$ cat src/rtl/hyperbus_pkg.sv
// rtl/hyperbus_pkg.sv - shared types and boot-table defaults for the HyperBus controller
package hyperbus_pkg;

  localparam int CfgRegAddrWidth = 32;
  localparam int CfgRegDataWidth = 32;

  typedef struct packed {
    logic [CfgRegAddrWidth-1:0]   addr;
    logic                         write;
    logic [CfgRegDataWidth-1:0]   wdata;
    logic [CfgRegDataWidth/8-1:0] wstrb;
    logic                         valid;
  } cfg_reg_req_t;

  typedef struct packed {
    logic [CfgRegDataWidth-1:0] rdata;
    logic                       error;
    logic                       ready;
  } cfg_reg_rsp_t;

  typedef enum logic [1:0] {
    CFG_BOOT_WAIT,
    CFG_BOOT_WRITE,
    CFG_BOOT_DONE
  } cfg_boot_state_e;

  // Boot table: timing, latency, address space, PHY select (index 0 first).
  localparam int CfgBootNumInit = 4;

  localparam logic [CfgBootNumInit-1:0][CfgRegAddrWidth-1:0] CfgBootAddr = {
    32'h0000_000C,
    32'h0000_0008,
    32'h0000_0004,
    32'h0000_0000
  };

  localparam logic [CfgBootNumInit-1:0][CfgRegDataWidth-1:0] CfgBootData = {
    32'h0000_0001,
    32'h0000_0002,
    32'h0000_0006,
    32'h0003_0306
  };

endpackage

$ cat src/rtl/hyperbus_cfg_boot.sv
// rtl/hyperbus_cfg_boot.sv - boot-time config write sequencer with register-bus pass-through
module hyperbus_cfg_boot
  import hyperbus_pkg::*;
#(
  parameter int RegAddrWidth = CfgRegAddrWidth,
  parameter int RegDataWidth = CfgRegDataWidth,
  parameter type reg_req_t = cfg_reg_req_t,
  parameter type reg_rsp_t = cfg_reg_rsp_t,
  parameter int NumInit = CfgBootNumInit,
  parameter logic [NumInit-1:0][RegAddrWidth-1:0] InitAddr = '0,
  parameter logic [NumInit-1:0][RegDataWidth-1:0] InitData = '0,
  parameter int StartDelay = 16,
  localparam int ErrW = (NumInit > 0) ? $clog2(NumInit + 1) : 1
) (
  input  logic            clk_i,
  input  logic            rst_i,
  input  reg_req_t        ext_req_i,
  output reg_rsp_t        ext_rsp_o,
  output reg_req_t        reg_req_o,
  input  reg_rsp_t        reg_rsp_i,
  output logic            done_o,
  output logic            error_o,
  output logic [ErrW-1:0] err_cnt_o
);

  localparam int CntW = (StartDelay > 0) ? $clog2(StartDelay + 1) : 1;
  localparam int IdxW = (NumInit > 1) ? $clog2(NumInit) : 1;

  localparam logic [CntW-1:0] DelayInit = CntW'(StartDelay);
  localparam logic [IdxW-1:0] LastIdx   = IdxW'((NumInit > 0) ? NumInit - 1 : 0);
  localparam logic [ErrW-1:0] ErrMax    = ErrW'(NumInit);

  cfg_boot_state_e state_q, state_d, state_eff;
  logic [CntW-1:0] cnt_q, cnt_d;
  logic [IdxW-1:0] idx_q, idx_d;
  logic            error_q, error_d;
  logic [ErrW-1:0] err_cnt_q, err_cnt_d;

  assign error_o   = error_q;
  assign err_cnt_o = err_cnt_q;

  // State, delay counter, table index and error bookkeeping; reset restarts the whole table.
  always_ff @(posedge clk_i) begin
    if (rst_i) begin
      state_q   <= CFG_BOOT_WAIT;
      cnt_q     <= DelayInit;
      idx_q     <= '0;
      error_q   <= 1'b0;
      err_cnt_q <= '0;
    end else begin
      state_q   <= state_d;
      cnt_q     <= cnt_d;
      idx_q     <= idx_d;
      error_q   <= error_d;
      err_cnt_q <= err_cnt_d;
    end
  end

  // Next state, boot write request and zero-latency pass-through once done.
  always_comb begin
    state_d   = state_q;
    cnt_d     = cnt_q;
    idx_d     = idx_q;
    error_d   = error_q;
    err_cnt_d = err_cnt_q;
    reg_req_o = '0;
    ext_rsp_o = '0;
    done_o    = 1'b0;

    // WAIT with the counter already at zero only happens straight out of reset
    // with StartDelay=0; it acts as the state it would have moved to, so the
    // first write (or pass-through) is available in cycle 0.
    state_eff = state_q;
    if (state_q == CFG_BOOT_WAIT && cnt_q == '0) begin
      if (NumInit > 0) state_eff = CFG_BOOT_WRITE;
      else             state_eff = CFG_BOOT_DONE;
    end

    case (state_eff)
      CFG_BOOT_WAIT: begin
        cnt_d = cnt_q - CntW'(1);
        if (cnt_q == CntW'(1)) begin
          if (NumInit > 0) state_d = CFG_BOOT_WRITE;
          else             state_d = CFG_BOOT_DONE;
        end
      end
      CFG_BOOT_WRITE: begin
        state_d         = CFG_BOOT_WRITE;
        reg_req_o.valid = 1'b1;
        reg_req_o.write = 1'b1;
        reg_req_o.wstrb = '1;
        reg_req_o.addr  = InitAddr[idx_q];
        reg_req_o.wdata = InitData[idx_q];
        if (reg_rsp_i.ready) begin
          if (reg_rsp_i.error) begin
            error_d = 1'b1;
            if (err_cnt_q != ErrMax) err_cnt_d = err_cnt_q + ErrW'(1);
          end
          if (idx_q == LastIdx) state_d = CFG_BOOT_DONE;
          else                  idx_d   = idx_q + IdxW'(1);
        end
      end
      default: begin
        state_d   = CFG_BOOT_DONE;
        done_o    = 1'b1;
        reg_req_o = ext_req_i;
        ext_rsp_o = reg_rsp_i;
      end
    endcase
  end

endmodule

$ cat config.mk
export PLATFORM = sky130hd
export DESIGN_NAME = hyperbus_cfg_boot
export DESIGN_NICKNAME = d
export VERILOG_FILES = /design/src/rtl/hyperbus_pkg.sv /design/src/rtl/hyperbus_cfg_boot.sv
export SDC_FILE = /design/constraint.sdc
export NUM_CORES = 1
export LEC_CHECK = 0
export ABC_AREA = 1
export CAP_MARGIN = 20
export CORE_ASPECT_RATIO = 0.6
export CORE_UTILIZATION = 23
export CTS_CLUSTER_DIAMETER = 50
export DETAILED_ROUTE_END_ITERATION = 6
export PLACE_DENSITY = 0.79
export SLEW_MARGIN = 25
export SYNTH_ARGS = -nofsm -noshare
export SYNTH_HDL_FRONTEND = slang
export SYNTH_SLANG_ARGS = --single-unit
$ cat constraint.sdc
create_clock -name clk_i -period 1.52 [get_ports clk_i]
set_clock_uncertainty 0.2 [all_clocks]
set_input_delay 0.304 -clock clk_i [delete_from_list [all_inputs] [get_ports clk_i]]
set_output_delay 0.304 -clock clk_i [all_outputs]
set_load 0.1 [all_outputs]
==> run_summary.xml, run 1 <==
<?xml version="1.0" encoding="UTF-8"?>
<metrics>
  <group name="grt">
    <metric name="grt_start_max_net_pins" unit="">41</metric>
    <metric name="grt_pass1_vias" unit="">2957</metric>
    <metric name="global_route_wire_length_before_repair" unit="mm">16.0</metric>
    <metric name="grt-ovfl-total" unit="">0</metric>
    <metric name="antenna_found_initial" unit="">0</metric>
    <metric name="grt_usage" unit="">0.296</metric>
  </group>
  <group name="cts">
    <metric name="cts_max_path_buffers" unit="">2</metric>
    <metric name="cts.hold.buffers_added" unit="">0</metric>
    <metric name="tritoncts_buffers" unit="">3</metric>
    <metric name="cts_tree" unit="">done</metric>
    <metric name="ctsRootBufferMaster" unit="">clkbuf_16</metric>
    <metric name="skew_pair_late_insertion_delay" unit="ns">0.24</metric>
    <metric name="cts.reportedPaths.clkPinSlew" unit="ns">0.05</metric>
    <metric name="clock-sinks" unit="">13</metric>
    <metric name="h-tree-depth" unit="">1</metric>
  </group>
  <group name="power_and_ir_drop">
    <metric name="power.internal" unit="mW">2.00</metric>
    <metric name="p_leak" unit="nW">2.27</metric>
    <metric name="power.ir.vdd_worst" unit="V">0.00118</metric>
    <metric name="swShare" unit="">0.494</metric>
    <metric name="power.clock.fraction" unit="">0.126</metric>
    <metric name="powerDensity" unit="nW/um^2">659</metric>
    <metric name="total_switching_power" unit="mW">1.95</metric>
    <metric name="combPwrFrac" unit="">0.737</metric>
    <metric name="power.sequential.fraction" unit="">0.137</metric>
  </group>
  <group name="detailed_routing">
    <metric name="ant_nets" unit="">0</metric>
    <metric name="routedWlPerCell" unit="um">19.5</metric>
    <metric name="post-route-drc-count" unit="">0</metric>
    <metric name="routed_wirelength" unit="mm">12.3</metric>
    <metric name="initial_detailed_routing_violation_count" unit="">135</metric>
    <metric name="drt_first_pass_iters" unit="">5</metric>
    <metric name="route.vias.total" unit="">2884</metric>
    <metric name="post_drt_via_cell_ratio" unit="">4.59</metric>
  </group>
  <group name="synth">
    <metric name="postSynthAreaPerCell" unit="sq um">5.06</metric>
    <metric name="ys_ff_latch" unit="">13</metric>
    <metric name="postSynthCellCount" unit="">312</metric>
    <metric name="synth.top_cells.by_count" unit="">118 x inv_1, 116 x nand2_1, 13 x dfxtp_1</metric>
    <metric name="synth_edf_count" unit="">0</metric>
    <metric name="netlist-cell-type-count" unit="">24</metric>
    <metric name="syn-cell-area" unit="sq um">1580</metric>
    <metric name="postSynth.asyncResetShare" unit="">0</metric>
    <metric name="synth_top_area_frac" unit="">0.281</metric>
    <metric name="count_leader_synth" unit="">inv_1</metric>
    <metric name="ys.flop_type" unit="">dfxtp_1</metric>
    <metric name="synth_fp_nets" unit="">424</metric>
    <metric name="netlist_top_cells_area" unit="">inv_1 28%, nand2_1 28%, dfxtp_1 16%</metric>
    <metric name="synth.yosys.warnings" unit="">0</metric>
    <metric name="netlist.top_cell.by_area" unit="">inv_1</metric>
    <metric name="yosysSeqAreaShare" unit="">0.165</metric>
  </group>
  <group name="flow_run">
    <metric name="cap_violations" unit="">0</metric>
  </group>
  <group name="timing">
    <metric name="setup_slack" unit="ns">-0.363</metric>
    <metric name="max_slew.worst_pin.slew" unit="ns">0.338</metric>
    <metric name="max_slew_margin" unit="">0.773</metric>
    <metric name="max_freq" unit="MHz">531</metric>
    <metric name="slew_viol_final" unit="">0</metric>
    <metric name="post-route-period-util" unit="">1.24</metric>
    <metric name="hold_viol" unit="">0</metric>
    <metric name="rsz0062_at_grt" unit="">yes</metric>
    <metric name="report.final.setup_viol" unit="">118</metric>
    <metric name="hold_slack" unit="ns">0.307</metric>
    <metric name="min_period" unit="ns">1.88</metric>
  </group>
  <group name="outcome">
    <metric name="violated_checks" unit="">setup timing</metric>
    <metric name="status" unit="">finished with violations</metric>
  </group>
  <group name="cells_and_area">
    <metric name="final_net_count" unit="">658</metric>
    <metric name="layout-drive-gt1-share" unit="">0.587</metric>
    <metric name="layout-area-overhead-vs-synth" unit="%">280</metric>
    <metric name="fillers" unit="">173</metric>
    <metric name="num_antenna_cells" unit="">0</metric>
    <metric name="finalInstanceArea" unit="sq um">6000</metric>
  </group>
  <group name="die">
    <metric name="die-height" unit="um">66.2</metric>
    <metric name="die_w" unit="um">109</metric>
    <metric name="io_pins" unit="">215</metric>
    <metric name="effective_utilization_at_floorplan" unit="">0.248</metric>
    <metric name="fp-row-count" unit="">22</metric>
    <metric name="die_area" unit="sq um">7210</metric>
    <metric name="coreArea" unit="sq um">6360</metric>
  </group>
  <group name="place">
    <metric name="dp.final_hpwl" unit="mm">7.68</metric>
    <metric name="postPlaceCellArea" unit="sq um">5560</metric>
    <metric name="io_buffers" unit="">214</metric>
    <metric name="gp_congestion" unit="">0.782</metric>
  </group>
  <group name="critical_path">
    <metric name="crit_fanout" unit="">7</metric>
    <metric name="critPathArrivalTime" unit="ns">1.38</metric>
    <metric name="setup.worst_path.end_class" unit="">primary output</metric>
    <metric name="timing.setup.critical_path_class" unit="">reg -&gt; out</metric>
    <metric name="setup.worst_path.start_class" unit="">flip-flop</metric>
    <metric name="crit_required" unit="ns">1.02</metric>
  </group>
  <group name="min_path">
    <metric name="hold_path_class" unit="">reg -&gt; reg</metric>
  </group>
</metrics>
==> cells by family after synthesis <==
family          Yosys count  share of synthesized area
xor+xnor                  1                    0.00555
buf+inv                 133                      0.332
fa+ha+maj                 6                     0.0475
flops                    13                      0.165
compound gates           18                     0.0650
simple gates            141                      0.385
==> layer usage <==
layer  up-vias  wire [um]  global-route usage
met5         -          0                   0
met4         0        538              0.0726
met3        49        745              0.0473
met2       157       6940               0.632
met1      1366       4050               0.293
li1       1312          -                   -
==> state kept, by name (all words and copies together), names as in the netlist <==
name and cells:
cnt_q 5, error_o 1, err_cnt_o 3, idx_q 2
state_q 2
==> layout make-up <==
cell class,count,area (sq um),share of cell area
Timing Repair Buffer,241,3540,0.590
Clock buffer,4,78.8,0.0131
Multi-Input combinational cell,166,1150,0.191
Sequential cell,13,275,0.0459
Inverter,121,853,0.142
Tap cell,84,105,0.0175
==> per-stage QoR <==
stage	std cells	util	power, mW	TNS (ns)	setup slack, ns
after floorplan	312	-	1.99	-17.10	-0.182
after global placement	613	0.874	2.96	-9.26	-0.137
after detailed placement	613	0.874	3.05	-11.19	-0.155
after CTS	625	0.922	3.74	-25.29	-0.338
after global routing	629	0.944	4.09	-34.59	-0.397
final	629	0.944	3.96	-29.11	-0.363
==> power groups by stage <==
stage,clock network [mW],logic (mW),registers (mW)
after CTS,0.496,2.71,0.527
after global routing,0.525,3.02,0.552
after floorplan,0,1.39,0.600
after detailed placement,0,2.53,0.524
after global placement,0,2.45,0.519
final,0.499,2.92,0.544
==> cell usage in the layout (no fill, tap or decap), types with 2 or more instances in the layout <==
cell type / n
inv_1: 11
a21oi_2: 4
nand2_4: 35
nor2_2: 2
inv_2: 4
nand3_4: 2
nand2_2: 7
buf_4: 18
clkbuf_16: 4
buf_16: 2
o21ai_2: 6
inv_4: 7
dfxtp_4: 3
nand3_2: 3
clkinvlp_4: 98
dfxtp_1: 7
buf_6: 3
nor2_1: 9
nand4_1: 2
a21oi_1: 3
o21ai_1: 2
dfxtp_2: 3
clkdlybuf4s50_1: 105
buf_12: 112
nand2_1: 75
ha_1: 5
nand3_1: 2
==> worst max-delay path: stages (launching register included) <==
cell     delay (ns)
dfxtp_2        0.34
inv_2          0.05
ha_4           0.16
nand3_4        0.09
nand3_4        0.14
o21ai_2        0.13
inv_4          0.05
buf_12         0.16
==> repair_timing <==
item                                    4_1_cts  5_1_grt
endpoints found under the setup margin      109      117
pin swaps                                     2        8
setup buffers                                 6        3
gates cloned                                  2        1
resized for setup                            40       23
==> final timing paths <==
path	startpoint	end	slack (ns)	depth (start not counted)
min reg2reg	err_cnt_o[2]	err_cnt_o[2]	0.31	2
min	err_cnt_o[2]	err_cnt_o[2]	0.31	2
max reg2reg	cnt_q[0]	cnt_q[4]	-0.32	10
max	cnt_q[0]	reg_req_o[3]	-0.36	7
Note: power is estimated with default switching activity, not from simulation.
==> run 2: changes to the inputs <==
Settings changed: CTS_CLUSTER_SIZE set to 14.
==> results of run 2 <==
Same layout as run 1: the final DEF is identical, and so are final timing and power.
